[src/rtl/order_pkg.sv]
// Shared definitions for the insertion-sorting stream block: compare modes, FSM states and
// the binary64 total-order key mapping.
package order_pkg;

    localparam int unsigned MODE_UNSIGNED = 0;
    localparam int unsigned MODE_SIGNED   = 1;
    localparam int unsigned MODE_FLOAT64  = 2;

    typedef enum logic {
        StFill,
        StDrain
    } state_t;

    // Negative values invert fully and positive values flip the sign bit, which turns the
    // binary64 total order into a plain unsigned order.
    function automatic logic [63:0] float64_key(input logic [63:0] k);
        return k[63] ? ~k : (k ^ 64'h8000_0000_0000_0000);
    endfunction

endpackage

[src/rtl/order_less_than.sv]
// Combinational lt(a, b) for one slot, in unsigned, signed or binary64 total-order mode.
module order_less_than
    import order_pkg::*;
#(
    parameter int unsigned WIDTH = 64,
    parameter int unsigned MODE  = MODE_FLOAT64
) (
    input  logic [WIDTH-1:0] a,
    input  logic [WIDTH-1:0] b,
    output logic             lt
);

    if (MODE == MODE_FLOAT64) begin : g_float
        assign lt = float64_key(a[63:0]) < float64_key(b[63:0]);
    end else if (MODE == MODE_SIGNED) begin : g_signed
        assign lt = $signed(a) < $signed(b);
    end else begin : g_unsigned
        assign lt = a < b;
    end

endmodule

[src/rtl/order_stream_sorter.sv]
// Collects a frame of up to DEPTH values, insertion-sorting each one as it arrives, then
// streams the sorted frame out.
module order_stream_sorter
    import order_pkg::*;
#(
    parameter int unsigned WIDTH = 64,
    parameter int unsigned DEPTH = 8,
    parameter int unsigned MODE  = MODE_FLOAT64
) (
    input  logic                         clock,
    input  logic                         reset,
    input  logic                         descend,
    input  logic                         in_valid,
    output logic                         in_ready,
    input  logic [WIDTH-1:0]             in_data,
    input  logic                         in_last,
    output logic                         out_valid,
    input  logic                         out_ready,
    output logic [WIDTH-1:0]             out_data,
    output logic                         out_last,
    output logic [$clog2(DEPTH+1)-1:0]   frame_count
);

    localparam int unsigned   CW      = $clog2(DEPTH + 1);
    localparam int unsigned   IW      = $clog2(DEPTH);
    localparam logic [CW-1:0] DEPTH_C = CW'(DEPTH);

    state_t           state_q, state_d;
    logic [WIDTH-1:0] slot_q [DEPTH];
    logic [WIDTH-1:0] slot_d [DEPTH];
    logic [CW-1:0]    count_q, count_d;
    logic [CW-1:0]    rd_ptr_q, rd_ptr_d;
    logic [CW-1:0]    ins_pos;
    logic             dir_q, dir_d, dir_eff;
    logic [DEPTH-1:0] before_slot;
    logic             accept, emit;

    // The first value of a frame must already see the new direction.
    assign dir_eff = (count_q == '0) ? descend : dir_q;
    assign accept  = in_valid && in_ready;
    assign emit    = out_valid && out_ready;

    // before_slot[k] = before(in_data, S[k]); descending swaps the comparator operands.
    for (genvar k = 0; k < DEPTH; k++) begin : g_cmp
        order_less_than #(
            .WIDTH (WIDTH),
            .MODE  (MODE)
        ) u_lt (
            .a  (dir_eff ? slot_q[k] : in_data),
            .b  (dir_eff ? in_data : slot_q[k]),
            .lt (before_slot[k])
        );
    end

    // Counting every slot the new value does not precede keeps equal keys in arrival order.
    always_comb begin
        ins_pos = '0;
        for (int k = 0; k < DEPTH; k++) begin
            if ((CW'(k) < count_q) && !before_slot[k]) begin
                ins_pos = ins_pos + CW'(1);
            end
        end
    end

    always_comb begin
        state_d  = state_q;
        count_d  = count_q;
        rd_ptr_d = rd_ptr_q;
        dir_d    = dir_q;
        slot_d   = slot_q;
        unique case (state_q)
            StFill: begin
                if (accept) begin
                    for (int k = 0; k < DEPTH; k++) begin
                        if (CW'(k) < ins_pos) begin
                            slot_d[k] = slot_q[k];
                        end else if (CW'(k) == ins_pos) begin
                            slot_d[k] = in_data;
                        end else begin
                            slot_d[k] = slot_q[(k == 0) ? 0 : k - 1];
                        end
                    end
                    count_d = count_q + CW'(1);
                    if (count_q == '0) begin
                        dir_d = descend;
                    end
                    if (in_last || (count_d == DEPTH_C)) begin
                        state_d = StDrain;
                    end
                end
            end
            StDrain: begin
                if (emit) begin
                    if (out_last) begin
                        state_d  = StFill;
                        count_d  = '0;
                        rd_ptr_d = '0;
                    end else begin
                        rd_ptr_d = rd_ptr_q + CW'(1);
                    end
                end
            end
        endcase
    end

    always_ff @(posedge clock or negedge reset) begin
        if (!reset) begin
            state_q  <= StFill;
            count_q  <= '0;
            rd_ptr_q <= '0;
            dir_q    <= 1'b0;
            for (int k = 0; k < DEPTH; k++) begin
                slot_q[k] <= '0;
            end
        end else begin
            state_q  <= state_d;
            count_q  <= count_d;
            rd_ptr_q <= rd_ptr_d;
            dir_q    <= dir_d;
            for (int k = 0; k < DEPTH; k++) begin
                slot_q[k] <= slot_d[k];
            end
        end
    end

    always_comb begin
        in_ready    = (state_q == StFill);
        out_valid   = (state_q == StDrain);
        out_data    = out_valid ? slot_q[rd_ptr_q[IW-1:0]] : '0;
        out_last    = out_valid && (rd_ptr_q == (count_q - CW'(1)));
        frame_count = count_q;
    end

endmodule

[config.mk]
export PLATFORM = sky130hd
export DESIGN_NAME = order_stream_sorter
export DESIGN_NICKNAME = d
export VERILOG_FILES = /design/src/rtl/order_pkg.sv /design/src/rtl/order_less_than.sv /design/src/rtl/order_stream_sorter.sv
export SDC_FILE = /design/constraint.sdc
export NUM_CORES = 2
export LEC_CHECK = 0
export CORE_AREA = 2 2 298 300
export DETAILED_ROUTE_END_ITERATION = 16
export DIE_AREA = 0 0 300 302
export PLACE_DENSITY = 0.83
export SYNTH_ARGS = -nofsm -noshare
export SYNTH_HDL_FRONTEND = slang
export SYNTH_SLANG_ARGS = --single-unit
export TNS_END_PERCENT = 100
[constraint.sdc]
create_clock -name clock -period 30.5 [get_ports clock]
set_input_delay 3.05 -clock clock [delete_from_list [all_inputs] [get_ports clock]]
set_output_delay 3.05 -clock clock [all_outputs]
set_load 0.05 [all_outputs]
-- Word-level counts from Yosys, hierarchy flattened
Index checks and enable logic that the tools add are counted.
- input bits: 70
- output and inout port bits: 71
- logic and storage cells: 196
- register bits: 522
- order comparisons: 25
- add/subtract/negate cells: 10
- equal/unequal tests: 12
- bitwise operators: 42
- reduce and logical (&&, ||, !) cells: 33
- muxes and demuxes: 62
- operators with widths (cell ; number):
    $mux W64 ; 42
    $not A64 Y64 ; 16
    $lt A64 B64 Y1 ; 8
    $bmux W64 S3 ; 1
    $mux W4 ; 11
    $add A4 B1 Y4 const B ; 9
    $lt A3 B4 Y1 const A ; 8
    $not A1 Y1 ; 25
    $reduce_and A3 Y1 ; 8
    $eq A3 B4 Y1 const A ; 4
    $lt A1 B4 Y1 const A ; 4
    $lt A2 B4 Y1 const A ; 4
    $logic_and A1 B1 Y1 ; 11
    $eq A2 B4 Y1 const A ; 2
    $logic_not A1 Y1 ; 8
    $logic_not A4 Y1 ; 2
    $pmux W4 S2 ; 1
    $mux W1 ; 6
    $eq A1 B4 Y1 const A ; 1
    $eq A4 B4 Y1 ; 1
    $eq A4 B4 Y1 const B ; 1
    $ge A4 B4 Y1 const B ; 1
    $ne A2 B1 Y1 const B ; 2
    $not A3 Y4 ; 1
    other kinds (6) ; 7

-- Depth between registers and ports, before layout
- depth in word-level cells: 26
- mapped depth: 55
- mapped depth without buffers: 47

-- Cells and area by module
From an unflattened synthesis, not the netlist that was laid out.
- cell total of the unflattened synthesis: 6533
- area, all modules: 60091.4 µm²
- by module, submodules not included (module ; area each (µm²) ; sequential area each (µm²) ; times used ; cells each):
    order_stream_sorter ; 39131.3 ; 13062.5 ; 1 ; 4077
    order_less_than ; 2620.0 ; 0.0 ; 8 ; 307

-- Worst setup path before layout
Ideal clock, no wire load.
- path kind: input-to-reg
- start point: in descend
- end point: reg slot_q[101] (netlist name)
- data required time: 30.373 ns
- cell stages on the path: 44
- path buffers: 7
- arrival: 12.383 ns
- slack: 17.990 ns
- library setup time: 0.127 ns
- cell sequence: nand4bb_1 o21ai_1 clkbuf_1 clkbuf_1 clkbuf_1 clkbuf_1 clkbuf_1 clkbuf_1 a21oi_1 xor2_1 ha_1 o31ai_1 a31oi_1 o21a_1 o21a_1 o21a_1 o21a_1 o21ai_0 [8 not listed] ha_1 o2111a_1 a311oi_1 nor2_1 xnor2_1 a21oi_1 ha_1 or2_2 and2_1 ha_1 nand2_1 xnor2_1 xor2_1 inv_2 nor3_4 buf_4 mux2_2 mux2_1
- cells in the longest elaborated chain, start to end: 25
- elaborated cells between the ends (all ways): 109
- those cells by class: add/sub: 7; order compare: 9; eq/ne: 1; mux: 42; bitwise: 33; reduce/logical: 17
- RTL lines (element ; line ; RTL):
    start: declaration ; order_stream_sorter.sv:12 ; input logic descend,
    $mux W1 (*) ; - ;
    $mux W64 (on tied branches) ; order_stream_sorter.sv:49, order_stream_sorter.sv:50 ;
    $not A64 Y64 / $not A1 Y1 (equally long branches) ; - ;
    $mux W64 ; order_pkg.sv:17 ; return k[63] ? ~k : (k ^ 64'h8000_0000_0000_0000);
    $lt A64 B64 Y1 ; order_less_than.sv:14 ; assign lt = float64_key(a[63:0]) < float64_key(b[63:0]);
    $logic_not A1 Y1 ; order_stream_sorter.sv:59 ; if ((CW'(k) < count_q) && !before_slot[k]) begin
    $logic_and A1 B1 Y1 ; order_stream_sorter.sv:59 ;
    $mux W1 ; order_stream_sorter.sv:59 ;
    [9 not listed] ; - ;
    $mux W4 ; order_stream_sorter.sv:59 ;
    $add A4 B1 Y4 ; order_stream_sorter.sv:60 ; ins_pos = ins_pos + CW'(1);
    $mux W4 ; order_stream_sorter.sv:59 ;
    $add A4 B1 Y4 ; order_stream_sorter.sv:60 ;
    $mux W4 (*) ; order_stream_sorter.sv:59 ;
    $lt A3 B4 Y1 ; order_stream_sorter.sv:75 ; if (CW'(k) < ins_pos) begin
    $not A1 Y1 (no source line) ; - ;
    $reduce_and A3 Y1 (no source line) ; - ;
    end signal: indexed assignment ; order_stream_sorter.sv:121 ; slot_q[k] <= slot_d[k];
    end: declaration ; order_stream_sorter.sv:29 ; logic [WIDTH-1:0] slot_q [DEPTH];
Every way passes the cells marked *; elsewhere a longest branch is shown, timed or not.
A chain may end at the register's enable or synchronous reset.

-- Final worst setup path
- start point: in descend
- end point: reg slot_q[78] (netlist name)
Same word-level chain as after synthesis.

==> qor.json <==
{
  "run_status": {"value": "finished clean"},
  "max-clock-path-buffers": {"value": 3},
  "met2_length": {"value": 82.8, "unit": "mm"},
  "synthDominantAreaCellType": {"value": "sky130_fd_sc_hd__dfrtp_1"},
  "cts.hold.buffers_added": {"value": 0},
  "detailed_place_hpwl": {"value": 127, "unit": "mm"},
  "worst_clock_skew": {"value": 0.0331, "unit": "ns"},
  "drc_errors": {"value": 0},
  "netlist_instances": {"value": 6166},
  "cts_setup_buffers": {"value": 0},
  "r2r_setup_slack": {"value": 14.98, "unit": "ns"},
  "hold-path-cell-count": {"value": 2},
  "post_synth_instance_area": {"value": 56400, "unit": "um^2"},
  "period_share": {"value": 56.2, "unit": "%"},
  "cts_tree": {"value": "built"},
  "dieWidth": {"value": 300, "unit": "um"},
  "drt.antenna.violating_nets": {"value": 0},
  "floorplan.rows": {"value": 109},
  "path_delay_family": {"value": "buffers and inverters"},
  "route.met3.wl": {"value": 25.2, "unit": "mm"},
  "rr_worst_depth": {"value": 48},
  "synth.yosys.seq_area_share": {"value": 23.1, "unit": "%"},
  "postSynthAreaPerCell": {"value": 9.15, "unit": "um^2"},
  "first_global_vias": {"value": 49965},
  "synth.net_count": {"value": 6746},
  "global_route_wire_length_before_repair": {"value": 294, "unit": "mm"},
  "timing.final.max_slew_violations": {"value": 0},
  "dr_total_vias": {"value": 50744},
  "drt-wirelength-per-cell": {"value": 27.4, "unit": "um"},
  "synth_enable_flop_cells": {"value": 0},
  "startpoint_type": {"value": "primary input"},
  "max_slew_margin": {"value": 11.4, "unit": "%"},
  "fmax": {"value": 0.0584, "unit": "GHz"},
  "clock_tree.htree_level_count": {"value": 3},
  "shortest_clock_period_the_worst_path_allows_after_layout": {"value": 17.13, "unit": "ns"},
  "tritoncts.num_buffers": {"value": 66},
  "critical_path_depth": {"value": 47},
  "grt_setup_unrepaired": {"value": "no"},
  "post_synth_main_area_contributors": {"value": "sky130_fd_sc_hd__dfrtp_1 23%, sky130_fd_sc_hd__a21oi_1 12%, sky130_fd_sc_hd__ha_1 11%, sky130_fd_sc_hd__mux2_2 9.8%, sky130_fd_sc_hd__xnor2_1 8.0%"},
  "fp.dieArea": {"value": 90600, "unit": "um^2"},
  "area_delta_synth_final": {"value": 6.30, "unit": "%"},
  "insertion_delay": {"value": 0.65, "unit": "ns"},
  "clock_tree.root_cell": {"value": "sky130_fd_sc_hd__clkbuf_16"},
  "postSynth.topFlopCell": {"value": "sky130_fd_sc_hd__dfrtp_1"},
  "drt_first_iter_violations": {"value": 7103},
  "grt_max_degree": {"value": 186},
  "worstPathRequired": {"value": 31.02, "unit": "ns"},
  "crit_path_frequent_cell": {"value": "sky130_fd_sc_hd__buf_4"},
  "critical_path.slowest_cell": {"value": "sky130_fd_sc_hd__buf_4"},
  "critPathCaptureType": {"value": "flop"},
  "criticalPathCategory": {"value": "primary input to flop"},
  "n_antenna_cell": {"value": 0},
  "design.final.nets": {"value": 6415},
  "numPortBuffers": {"value": 140},
  "setup_viol": {"value": 0},
  "ys_seq_elements": {"value": 522},
  "post_layout_nonfiller_instances": {"value": 7050},
  "numClockSinks": {"value": 522},
  "worstPathMaxFanout": {"value": 76},
  "routedLengthMet1": {"value": 70.5, "unit": "mm"},
  "final_cell_mix": {"value": "1284 x sky130_fd_sc_hd__a21oi_1, 519 x sky130_fd_sc_hd__dfrtp_1, 512 x sky130_fd_sc_hd__xnor2_1"},
  "initial_standard_cell_utilization_of_the_core": {"value": 64.5, "unit": "%"},
  "placed_cell_area": {"value": 57700, "unit": "um^2"},
  "highest_layer": {"value": "met4"},
  "floorplan.core_area": {"value": 87600, "unit": "um^2"},
  "clock_transition_at_the_registers_of_the_reported_paths": {"value": 0.06, "unit": "ns"},
  "placed_cells_incl_taps": {"value": 6931},
  "grt_usage": {"value": 41.7, "unit": "%"},
  "synth_top_area_share": {"value": 23.1, "unit": "%"},
  "finalWirelength": {"value": 193, "unit": "mm"},
  "yosys_warnings": {"value": 0},
  "tightest_slew": {"value": 1.33, "unit": "ns"},
  "die_h": {"value": 302, "unit": "um"},
  "hold_class": {"value": "flop to flop"},
  "first_pass_iters": {"value": 8},
  "synth-async-reset-ratio": {"value": 100, "unit": "%"},
  "globalRoute.totalOverflow": {"value": 0},
  "antenna_found_initial": {"value": 0},
  "post_drt_via_cell_ratio": {"value": 7.20},
  "worst_ep_arrival_time": {"value": 17.66, "unit": "ns"},
  "finalHoldViolCount": {"value": 0},
  "tns": {"value": 0, "unit": "ns"},
  "layout_commonest_cell": {"value": "sky130_fd_sc_hd__a21oi_1"},
  "max_cap_viol_count": {"value": 0},
  "worst-path-buf-inv": {"value": 10},
  "post_cts.resized_instances": {"value": 0},
  "synth.lib_cells_used.distinct": {"value": 82},
  "cp_slowest_stage_delay": {"value": 0.90, "unit": "ns"},
  "finalInstanceArea": {"value": 60000, "unit": "um^2"},
  "place_congestion": {"value": 1.01},
  "share_of_cells_above_drive_strength_1": {"value": 14.7, "unit": "%"},
  "design.portCount": {"value": 141}
}
## sequential cells by signal, summed over array words and instances, names as in the netlist
| register | count |
|---|---|
| rd_ptr_q | 4 |
| out_valid | 1 |
| slot_q | 512 |
| frame_count | 4 |
| dir_q | 1 |
## worst paths after layout
kind,from,to
worst min register to register,slot_q[5],slot_q[5]
min in group asynchronous,reset,slot_q[444]
worst max-delay path,descend,slot_q[78]
worst min-delay path,slot_q[5],slot_q[5]
worst max register to register,frame_count[1],slot_q[78]
max in group asynchronous,reset,slot_q[37]
## worst min-delay path, cell delays in order, from the launching register on
cell and delay, ns:
sky130_fd_sc_hd__dfrtp_1 0.39, sky130_fd_sc_hd__nand2_1 0.06, sky130_fd_sc_hd__o21ai_0 0.06
## cells by family after synthesis
logic type | count (synthesis) | synth area share [%]
adder cells (fa/ha/maj) | 510 | 11.3
flip-flops | 522 | 23.1
buffers and inverters | 656 | 4.77
multiplexers | 899 | 20.1
AO/OA/AOI/OAI | 1818 | 17.9
AND/OR/NAND/NOR | 731 | 6.76
XOR/XNOR | 1030 | 16.1
## cells in the mapped netlist (12+ instances only)
library cell and number:
sky130_fd_sc_hd__a211oi_1 29, sky130_fd_sc_hd__a21o_1 54, sky130_fd_sc_hd__a21oi_1 1301, sky130_fd_sc_hd__a221oi_1 13, sky130_fd_sc_hd__a2bb2oi_1 65, sky130_fd_sc_hd__a31oi_1 13, sky130_fd_sc_hd__and2_0 60, sky130_fd_sc_hd__and2_1 81
sky130_fd_sc_hd__buf_1 124, sky130_fd_sc_hd__buf_2 49, sky130_fd_sc_hd__buf_6 18, sky130_fd_sc_hd__clkbuf_1 426, sky130_fd_sc_hd__dfrtp_1 522, sky130_fd_sc_hd__ha_1 510, sky130_fd_sc_hd__inv_1 29, sky130_fd_sc_hd__mux2_1 85
sky130_fd_sc_hd__mux2_2 489, sky130_fd_sc_hd__mux2i_1 197, sky130_fd_sc_hd__mux4_2 128, sky130_fd_sc_hd__nand2_1 158, sky130_fd_sc_hd__nand2b_1 34, sky130_fd_sc_hd__nand3_1 48, sky130_fd_sc_hd__nand4_1 82, sky130_fd_sc_hd__nor2_1 140
sky130_fd_sc_hd__nor2b_1 33, sky130_fd_sc_hd__nor3_1 30, sky130_fd_sc_hd__nor4_1 14, sky130_fd_sc_hd__o211ai_1 20, sky130_fd_sc_hd__o21a_1 15, sky130_fd_sc_hd__o21ai_0 167, sky130_fd_sc_hd__o22ai_1 66, sky130_fd_sc_hd__or3_1 12
sky130_fd_sc_hd__xnor2_1 513, sky130_fd_sc_hd__xor2_1 512
## layer usage
layer | GRT usage (%) | up-vias
met5 | 0 | -
met4 | 27.2 | 0
met3 | 11.8 | 935
met2 | 62.4 | 3737
met1 | 52.8 | 24496
li1 | - | 21576
## per-stage QoR
step / hold WS [ns] / util (%) / worst slack [ns]
after floorplan: 0.487 / - / 17.99
after global placement: 0.507 / 65.9 / 13.31
after detailed placement: 0.519 / 66.0 / 13.21
after CTS: 0.532 / 68.5 / 13.84
after global routing: 0.573 / 68.5 / 12.95
final: 0.540 / 68.5 / 13.37
## cell type report
type,instances,area (um^2)
fill,6592,27600
timing repair buffer,227,2120
clock inverter,20,253
clock buffer,98,1990
multi-input combinational,4988,41000
sequential,522,13100
tap,1165,1460
inverter,30,115
Power is left out: the tool's default activity adds up to more than one toggle a clock period on the data nets, which glitch-free logic cannot reach.
